## config.mk

```make
export PLATFORM = sky130hd
export DESIGN_NAME = gnn_frame_loader
export DESIGN_NICKNAME = d
export VERILOG_FILES = /design/src/rtl/gnn_frame_loader.sv
export SDC_FILE = /design/constraint.sdc
export NUM_CORES = 1
export LEC_CHECK = 0
export ABC_AREA = 1
export BUFFER_PORTS_ARGS = -buffer_cell sky130_fd_sc_hd__buf_2
export CORE_MARGIN = 5
export CORE_UTILIZATION = 41
export CTS_CLUSTER_SIZE = 14
export DETAILED_ROUTE_END_ITERATION = 16
export PLACE_DENSITY = 0.61
export SLEW_MARGIN = 20
export SYNTH_ARGS = -nofsm -noshare
export SYNTH_HDL_FRONTEND = slang
export SYNTH_SLANG_ARGS = --single-unit
```

## constraint.sdc

```tcl
create_clock -name clk -period 2.1 [get_ports clk]
set_input_delay 0.105 -clock clk [delete_from_list [all_inputs] [get_ports clk]]
set_output_delay 0.105 -clock clk [all_outputs]
set_load 0.005 [all_outputs]
```

## src/rtl/gnn_frame_loader.sv

```systemverilog
// gnn_frame_loader: serial frame loader feeding the 4-node GNN array.
// Ports:
//   clk, rst_n            clock, asynchronous active-low reset
//   s_valid/s_ready       stream handshake; s_ready = ~shadow_full
//   s_data, s_last        signed stream word, end-of-frame marker
//   node_ready            {out10_ready_node3..node0} from the array
//   feat, wgt             committed frame (16 features, 24 weights)
//   in_ready              frame valid to the array
//   frame_err             1-cycle pulse: malformed frame dropped
//   timeout               1-cycle pulse: RUN watchdog fired
//   frame_cnt             completed frames, wraps 255->0
// Optional feature: define GNN_LOADER_TIMEOUT_EN to enable the RUN watchdog.
module gnn_frame_loader #(
  parameter int DATA_W      = 5,
  parameter int N_WORDS     = 40,
  parameter int TIMEOUT_CYC = 1024
) (
  input  logic                 clk,
  input  logic                 rst_n,
  input  logic                 s_valid,
  output logic                 s_ready,
  input  logic [DATA_W-1:0]    s_data,
  input  logic                 s_last,
  input  logic [3:0]           node_ready,
  output logic [16*DATA_W-1:0] feat,
  output logic [24*DATA_W-1:0] wgt,
  output logic                 in_ready,
  output logic                 frame_err,
  output logic                 timeout,
  output logic [7:0]           frame_cnt
);
  localparam int N_FEAT = 16;
  localparam int N_WGT  = 24;
  typedef enum logic [1:0] {IDLE, RUN, RELEASE} state_t;
  state_t                 state_q;
  logic [DATA_W-1:0]      shadow_q [N_WORDS];
  logic [5:0]             wr_idx_q, wr_idx_d;
  logic                   shadow_full_q, shadow_full_d;
  logic                   frame_err_q, frame_err_d;
  logic [16*DATA_W-1:0]   feat_q;
  logic [24*DATA_W-1:0]   wgt_q;
  logic                   in_ready_q;
  logic [7:0]             frame_cnt_q;
  logic                   wr_en, at_end, commit;
`ifdef GNN_LOADER_TIMEOUT_EN
  logic [15:0]            tmo_cnt_q;
  logic                   timeout_q;
  assign timeout = timeout_q;
`else
  assign timeout = 1'b0;
`endif
  assign s_ready   = ~shadow_full_q;
  assign feat      = feat_q;
  assign wgt       = wgt_q;
  assign in_ready  = in_ready_q;
  assign frame_err = frame_err_q;
  assign frame_cnt = frame_cnt_q;
  assign wr_en     = s_valid & s_ready;
  assign at_end    = wr_idx_q == 6'(N_WORDS - 1);
  // Commit needs a full shadow, which holds s_ready low, so commit and a
  // last-word write can never land on the same edge.
  assign commit    = (state_q == IDLE) & shadow_full_q & (node_ready == 4'h0);
  always_comb begin
    wr_idx_d      = (wr_en & ~(at_end | s_last)) ? wr_idx_q + 6'd1 : wr_en ? 6'd0 : wr_idx_q;
    shadow_full_d = commit ? 1'b0 : (wr_en & at_end & s_last) ? 1'b1 : shadow_full_q;
    // Malformed: s_last early, or the 40th word without s_last.
    frame_err_d   = wr_en & (at_end ^ s_last);
  end
  // Shadow contents are don't-care after reset or a dropped frame.
  always_ff @(posedge clk)
    if (wr_en) shadow_q[wr_idx_q] <= s_data;
  always_ff @(posedge clk or negedge rst_n)
    if (!rst_n) begin
      state_q       <= IDLE;
      wr_idx_q      <= '0;
      shadow_full_q <= 1'b0;
      frame_err_q   <= 1'b0;
      feat_q        <= '0;
      wgt_q         <= '0;
      in_ready_q    <= 1'b0;
      frame_cnt_q   <= '0;
`ifdef GNN_LOADER_TIMEOUT_EN
      tmo_cnt_q     <= '0;
      timeout_q     <= 1'b0;
`endif
    end else begin
      wr_idx_q      <= wr_idx_d;
      shadow_full_q <= shadow_full_d;
      frame_err_q   <= frame_err_d;
`ifdef GNN_LOADER_TIMEOUT_EN
      timeout_q     <= 1'b0;
`endif
      case (state_q)
        IDLE:
          if (commit) begin
            for (int i = 0; i < N_FEAT; i++) feat_q[i*DATA_W +: DATA_W] <= shadow_q[i];
            for (int i = 0; i < N_WGT; i++) wgt_q[i*DATA_W +: DATA_W] <= shadow_q[N_FEAT+i];
            in_ready_q <= 1'b1;
            state_q    <= RUN;
`ifdef GNN_LOADER_TIMEOUT_EN
            tmo_cnt_q  <= '0;
`endif
          end
        RUN:
          if (node_ready == 4'hF) begin
            in_ready_q  <= 1'b0;
            frame_cnt_q <= frame_cnt_q + 8'd1;
            state_q     <= RELEASE;
          end
`ifdef GNN_LOADER_TIMEOUT_EN
          else if (tmo_cnt_q == 16'(TIMEOUT_CYC - 1)) begin
            timeout_q  <= 1'b1;
            in_ready_q <= 1'b0;
            state_q    <= RELEASE;
          end else tmo_cnt_q <= tmo_cnt_q + 16'd1;
`endif
        // The array's clock keeps running while its flags are high, so they clear.
        RELEASE:
          if (node_ready == 4'h0) state_q <= IDLE;
        default: state_q <= IDLE;
      endcase
    end
endmodule

```

==> results of run 1 <==
==> routing by layer <==
layer | wire (um) | vias up | track usage, %
li1 | - | 4517 | -
met5 | 0 | - | 0
met3 | 2373 | 44 | 4.061
met2 | 17620 | 285 | 28.82
met1 | 16350 | 4627 | 25.90
met4 | 731 | 0 | 4.614
==> worst max-delay path: cells and delay by family (launching register included) <==
| family | cells | cell delay [ns] |
|---|---|---|
| simple gates | 3 | 0.91 |
| buf+inv | 1 | 0.15 |
| flops | 1 | 0.48 |
==> timing repair <==
item / CTS / global route
hold endpoints to repair: 178 / 0
gates resized for setup: 0 / 1
endpoints found under the setup margin: 0 / 5
hold buffers: 6 / 0
==> where the power goes <==
group / switching, uW / total [uW] / internal [uW]
registers: 1280 / 11800 / 10500
clock network: 3070 / 7370 / 4300
logic: 2480 / 4490 / 2020
==> kinds of logic after synthesis <==
| logic type | after synthesis | synth area share, % |
|---|---|---|
| other | 1 | 0.02496 |
| and+or+nand+nor | 739 | 18.75 |
| DFF | 419 | 76.44 |
| adders and majority gates | 3 | 0.2498 |
| xor gates and xnor gates | 2 | 0.1166 |
| AOI/OAI and AO/OA | 12 | 0.4247 |
| buffers and inverters | 77 | 3.989 |
==> placed cells by master (no fill, tap or decap), drive strengths merged <==
| cell | count |
|---|---|
| a21oi | 1 |
| a22o | 1 |
| buf | 258 |
| bufinv | 3 |
| clkbuf | 57 |
| clkinv | 16 |
| conb | 1 |
| dfrtp | 219 |
| dlygate4sd3 | 6 |
| edfxtp | 200 |
| ha | 3 |
| inv | 31 |
| nand2 | 656 |
| nand3 | 16 |
| nand3b | 1 |
| nand4 | 2 |
| nor2 | 58 |
| nor3 | 4 |
| nor4 | 1 |
| o21ai | 10 |
| or2 | 1 |
| xnor2 | 1 |
| xor2 | 1 |
==> flip-flops by register name, summed over array words and instances, names as in the netlist <==
signal         count
feat              80
frame_cnt          8
frame_err          1
in_ready           1
shadow_full_q      1
shadow_q         200
state_q            2
wgt              120
wr_idx_q           6
==> area by class of cell <==
cell class | instances | area, um2 | area share, %
inverter | 28 | 110.1 | 0.6099
clock inverter | 22 | 193.9 | 1.074
sequential | 419 | 11490 | 63.62
timing repair buffer | 264 | 1562 | 8.649
multi-input combinational | 757 | 2948 | 16.33
tap | 468 | 585.6 | 3.243
clock buffer | 57 | 1169 | 6.473
==> through the flow <==
step | util (%) | power [uW] | setup WS, ns | instance area [um2]
6_report | 49.55 | 23690 | 0.1748 | 18050
5_1_grt | 49.55 | 25150 | 0.05963 | 18050
4_1_cts | 49.54 | 24050 | 0.07265 | 18050
3_5_place_dp | 45.64 | 16590 | 0.1006 | 16630
3_3_place_gp | 45.64 | 16470 | 0.1301 | 16630
2_1_floorplan | - | 13620 | 0.3052 | 15030
==> worst paths after layout <==
check                      slack (ns)  cells after the start                      start                   endpoint
min                              0.05                      5              node_ready[2]     state_q[1]$_DFFE_PN0P_
max reg2reg                      0.17                      4    wr_idx_q[0]$_DFFE_PN0P_  shadow_q[25][2]$_DFFE_PP_
min reg2reg                      0.44                      2  shadow_q[30][2]$_DFFE_PP_        wgt[72]$_DFFE_PN0P_
max in group asynchronous        1.24                      3                      rst_n        wgt[55]$_DFFE_PN0P_
max                              0.17                      4    wr_idx_q[0]$_DFFE_PN0P_  shadow_q[25][2]$_DFFE_PP_
min in group asynchronous        0.10                      2                      rst_n       feat[54]$_DFFE_PN0P_
==> impl_metrics.tcl, run 1 <==
set metrics [dict create \
    syn_to_final_growth_pct 20.15 \
    yosysMostFrequentCell "nand2_1" \
    grt_pass1_vias 9500 \
    start_util_pct 41.24 \
    slew_headroom_pct 26.97 \
    crit_fanout 8 \
    powerDensity_nw_per_um2 1312 \
    ir_worst_vdd_mv 0.7508 \
    hold_violations 0 \
    synthTopCellsByArea "edfxtp_1, dfrtp_1, nand2_1, buf_6, nor2_1" \
    path_cells "inv_1, nor3_1, nand2_1, nor2_1" \
    cts.sinks 419 \
    drive_gt1_share_pct 21.14 \
    placed_cells 1930 \
    syn-num-nets 1269 \
    antenna_found_initial 0 \
    first_pass_iters 5 \
    drv_slew 0 \
    synth_area_um2 15030 \
    layout_worst_path_cycle_share_pct 91.68 \
    fp-row-count 70 \
    drc 0 \
    synth.top_cells.by_count "nand2_1, dfrtp_1, edfxtp_1" \
    die_area_um2 40580 \
    cts_tree "done" \
    antenna_cells 0 \
    gp_routability_congestion 0.8424 \
    clkSlewWorstSetupHoldPaths_ns 0.06 \
    fillers 3291 \
    crit_path_top_delay_cell "dfrtp_1" \
    ys_seq_area_share_pct 76.44 \
    finalNonFillerCells 2015 \
    max_stage_delay_ns 0.48 \
    cap_violations 0 \
    cts_root_buf "clkbuf_16" \
    die_h_um 201.4 \
    antenna_left 0 \
    grt_use_total_pct 18.22 \
    cts_max_level 2 \
    cts_setup_buffers 0 \
    grt_overflow 0 \
    arrival_ns 2.09 \
    syn_inst 1253 \
    grt_pass1_wl_um 57840 \
    tightest_slew_ns 1.095 \
    p_leak_uw 0.008605 \
    setup_violations 0 \
    dp.final_hpwl_um 23890 \
    crit_path_end_kind "flop" \
    yosysWarnings 0 \
    rsz0062_at_grt "no" \
    status "completed" \
    setup_tns_ns 0 \
    core_um2 36430 \
    period_minus_slack_ns 1.925 \
    synthFlopType "dfrtp_1" \
    async_flop_share_pct 52.27 \
    drtIter0Drc 676 \
    clk_latency_ns 0.55 \
    ys_types 25 \
    yosysTopAreaCell "edfxtp_1" \
    synth.ff_latch_count 419 \
    wl_um 37070 \
    max_freq_ghz 0.5194 \
    finClkSkew_ns 0.02141 \
    die_w_um 201.4 \
    crit_type "flop to flop" \
    vias_per_cell 4.701 \
    synth_edf_count 200 \
    final_nets 1529 \
    grt_max_degree 139 \
    hp-class "input port to flop" \
    vias 9473 \
    yosysTopAreaCellShare_pct 39.97 \
    timing.hold.ws_ns 0.04564 \
    critPathRequiredTime_ns 2.27 \
    clock_path_buffers 3 \
    synth.avg_cell_area_um2 11.99 \
    avgRoutedWirePerCell_um 18.40 \
    start_kind "flop" \
    io_buffers 223 \
    ios 225 \
    cts_buffers 43 \
]
Power figures use the tool's default switching activity.
==> run 2: changes to the inputs <==
--- a/config.mk
+++ b/config.mk
@@ -5,13 +5,14 @@
 export SDC_FILE = /design/constraint.sdc
 export NUM_CORES = 1
 export LEC_CHECK = 0
-export ABC_AREA = 1
 export BUFFER_PORTS_ARGS = -buffer_cell sky130_fd_sc_hd__buf_2
+export CELL_PAD_IN_SITES_DETAIL_PLACEMENT = 1
+export CELL_PAD_IN_SITES_GLOBAL_PLACEMENT = 1
 export CORE_MARGIN = 5
 export CORE_UTILIZATION = 41
 export CTS_CLUSTER_SIZE = 14
 export DETAILED_ROUTE_END_ITERATION = 16
-export PLACE_DENSITY = 0.61
+export PLACE_DENSITY = 0.69
 export SLEW_MARGIN = 20
 export SYNTH_ARGS = -nofsm -noshare
 export SYNTH_HDL_FRONTEND = slang
==> run 2 against run 1 <==
Effect of this change:
- hold slack lost 0.017 ns
- clock power up 4.2%
- flip-flop and latch count did not move
- synthesized area is 2.3% higher
- register-to-register slack gained 0.03 ns
- synthesized cell count fell by 37%
- sequential power hardly changed
- clock skew about the same
- global-route usage shrank 0.41 points
- via count down 17%
- highest routed layer is now met5
- total power is 9.3% higher
==> impl_metrics.tcl, run 2 <==
set metrics [dict create \
    setup_violations 0 \
    crit_fanout 7 \
    ys_types 38 \
    max_stage_delay_ns 0.51 \
    synth.avg_cell_area_um2 19.40 \
    dp.final_hpwl_um 24610 \
    layout_setup_ws_ns 0.2015 \
    start_kind "flop" \
    cts_setup_buffers 0 \
    io_buffers 223 \
    syn_inst 792 \
    crit_family "simple AND/OR/NAND/NOR gates" \
    cts_root_buf "clkbuf_16" \
    period_minus_slack_ns 1.898 \
    crit_path_end_kind "flop" \
    synth.ff_latch_count 419 \
    clkSlewWorstSetupHoldPaths_ns 0.06 \
    grt_pass1_wl_um 55980 \
    final_common_cell "buf_2" \
    largest_reg_flops 200 \
    die_w_um 203.6 \
    yosysWarnings 0 \
    core_um2 37310 \
    status "completed" \
    clock_path_buffers 3 \
    drtIter0Drc 345 \
    avgRoutedWirePerCell_um 22.76 \
    start_util_pct 41.18 \
    yosysMostFrequentCell "dfrtp_1" \
    synth_edf_count 200 \
    final_nets 1122 \
    syn-num-nets 808 \
    setup_tns_ns 0 \
    cts_buffers 44 \
    hold_violations 0 \
    cts.sinks 419 \
    mostFrequentLayoutCells "buf_2, dfrtp_1, edfxtp_1, mux2_4, buf_4" \
    antenna_found_initial 2 \
    async_flop_share_pct 52.27 \
    yosysTopAreaCell "edfxtp_1" \
    critPathRequiredTime_ns 2.52 \
    powerDensity_nw_per_um2 1361 \
    holdBufCountCts 7 \
    syn_to_final_growth_pct 23.87 \
    multi_input_area_um2 3585 \
    synth_area_um2 15360 \
    pre_cts_slack_ns 0.2167 \
    die_h_um 203.6 \
    grt_use_total_pct 17.81 \
    drive_gt1_share_pct 48.34 \
    vias 7887 \
    drv_slew 0 \
    fp-row-count 71 \
    wl_um 36780 \
    ios 225 \
    first_pass_iters 4 \
    p_leak_uw 0.008724 \
    crit_type "flop to flop" \
    tightest_slew_ns 0.7105 \
    crit_path_top_delay_cell "or3b_2" \
    grt_overflow 0 \
    cap_violations 0 \
    hp-class "input port to flop" \
    grt_max_degree 65 \
    grt_pass1_vias 8780 \
    arrival_ns 2.32 \
    cts_tree "done" \
    layout_worst_path_cycle_share_pct 90.40 \
    crit_buf_inv 1 \
    cts_max_level 2 \
    max_freq_ghz 0.5267 \
    vias_per_cell 4.881 \
    finClkSkew_ns 0.02134 \
    synth.top_cells.by_count "dfrtp_1, edfxtp_1, mux2_4" \
    path_cells "or3b_2, inv_1, nand3_1, ha_1, nor2b_1, o21ai_0, o21ai_0" \
    clk_latency_ns 0.56 \
    regMostFlops "shadow_q" \
    gp_routability_congestion 0.7366 \
    synthTopCellsByArea "edfxtp_1, dfrtp_1, mux2_4, mux2_2, buf_6" \
    drc 0 \
    ir_worst_vdd_mv 0.6792 \
    utilization_pct 51.01 \
    path_common_cell "o21ai_0" \
    yosysTopAreaCellShare_pct 39.09 \
    ys_seq_area_share_pct 74.76 \
    rsz0062_at_grt "no" \
    die_area_um2 41450 \
    synthFlopType "dfrtp_1" \
    slew_headroom_pct 52.63 \
    fillers 3520 \
    antenna_left 0 \
    antenna_cells 0 \
    seq_area_um2 11490 \
    ctsResizeCount 0 \
]
run 2: cell count changes in the layout (fill, tap and decap cells not counted), moves of 6 or more:
| cell | delta |
|---|---|
| nand2_1 | -639 |
| mux2_4 | +160 |
| mux2_2 | +34 |
| buf_4 | +28 |
| inv_1 | -18 |
| nor2_1 | -14 |
| nand3_1 | -9 |
| mux2_1 | +7 |
| buf_12 | +6 |
run 2: worst paths after layout:
path	from	to	slack, ns	depth (start not counted)
min	s_data[0]	shadow_q[36][0]$_DFFE_PP_	0.03	1
max in group asynchronous	rst_n	wgt[3]$_DFFE_PN0P_	1.17	3
max	wr_idx_q[3]$_DFFE_PN0P_	wr_idx_q[2]$_DFFE_PN0P_	0.20	7
max reg2reg	wr_idx_q[3]$_DFFE_PN0P_	wr_idx_q[2]$_DFFE_PN0P_	0.20	7
min in group asynchronous	rst_n	frame_cnt[7]$_DFFE_PN0P_	0.08	2
min reg2reg	shadow_q[30][1]$_DFFE_PP_	wgt[71]$_DFFE_PN0P_	0.46	1
run 2: final cells by class:
type                    count  share of cell area (%)
clock buffers              63                   6.541
clock inverters            19                  0.9861
inverters                   9                  0.1775
multi-input cells         333                   18.84
flip-flops and latches    419                   60.35
well taps                 474                   3.116
repair buffers            299                   9.993
run 2: report_power, final:
group	internal (uW)	switching [uW]
clock	4520	3160
combinational	3810	2290
sequential	10700	1410
total	19000	6860
run 2: per-stage QoR:
stage | area, um2 | hold slack [ns] | power (uW) | instances
3_3_place_gp | 17530 | 0.1079 | 18240 | 1527
6_report | 19030 | 0.02887 | 25900 | 1616
4_1_cts | 19030 | 0.007125 | 26350 | 1616
3_5_place_dp | 17530 | 0.1152 | 18490 | 1527
2_1_floorplan | 15360 | -0.1906 | 15050 | 792
5_1_grt | 19030 | 0.02043 | 27310 | 1616
run 2: kinds of logic (layout without fill, tap and decap cells):
| family | count (synthesis) | count (layout) | synth area share (%) |
|---|---|---|---|
| AOI/OAI and AO/OA | 13 | 13 | 0.4397 |
| xor gates and xnor gates | 7 | 7 | 0.3990 |
| adders and majority gates | 3 | 3 | 0.2443 |
| buffers and inverters | 40 | 390 | 1.963 |
| DFF | 419 | 419 | 74.76 |
| muxes | 201 | 201 | 18.64 |
| other | 1 | 1 | 0.02441 |
| and+or+nand+nor | 108 | 108 | 3.534 |
run 2: layer usage:
layer	vias up	part of all wire, %	routed length [um]	track usage, %
li1	3504	-	-	-
met1	4137	44	16170	23.94
met2	191	48	17620	28.80
met3	51	6.2	2268	5.343
met4	4	1.9	692	4.216
met5	-	0.038	14	0
run 2: worst reg2reg max path: cells and delay by family, from the launching register on:
kind | cells | cell delay (ns)
AND/OR/NAND/NOR | 3 | 0.75
flip-flops | 1 | 0.44
adder cells (fa/ha/maj) | 1 | 0.28
AO/OA/AOI/OAI | 2 | 0.24
buffers and inverters | 1 | 0.07
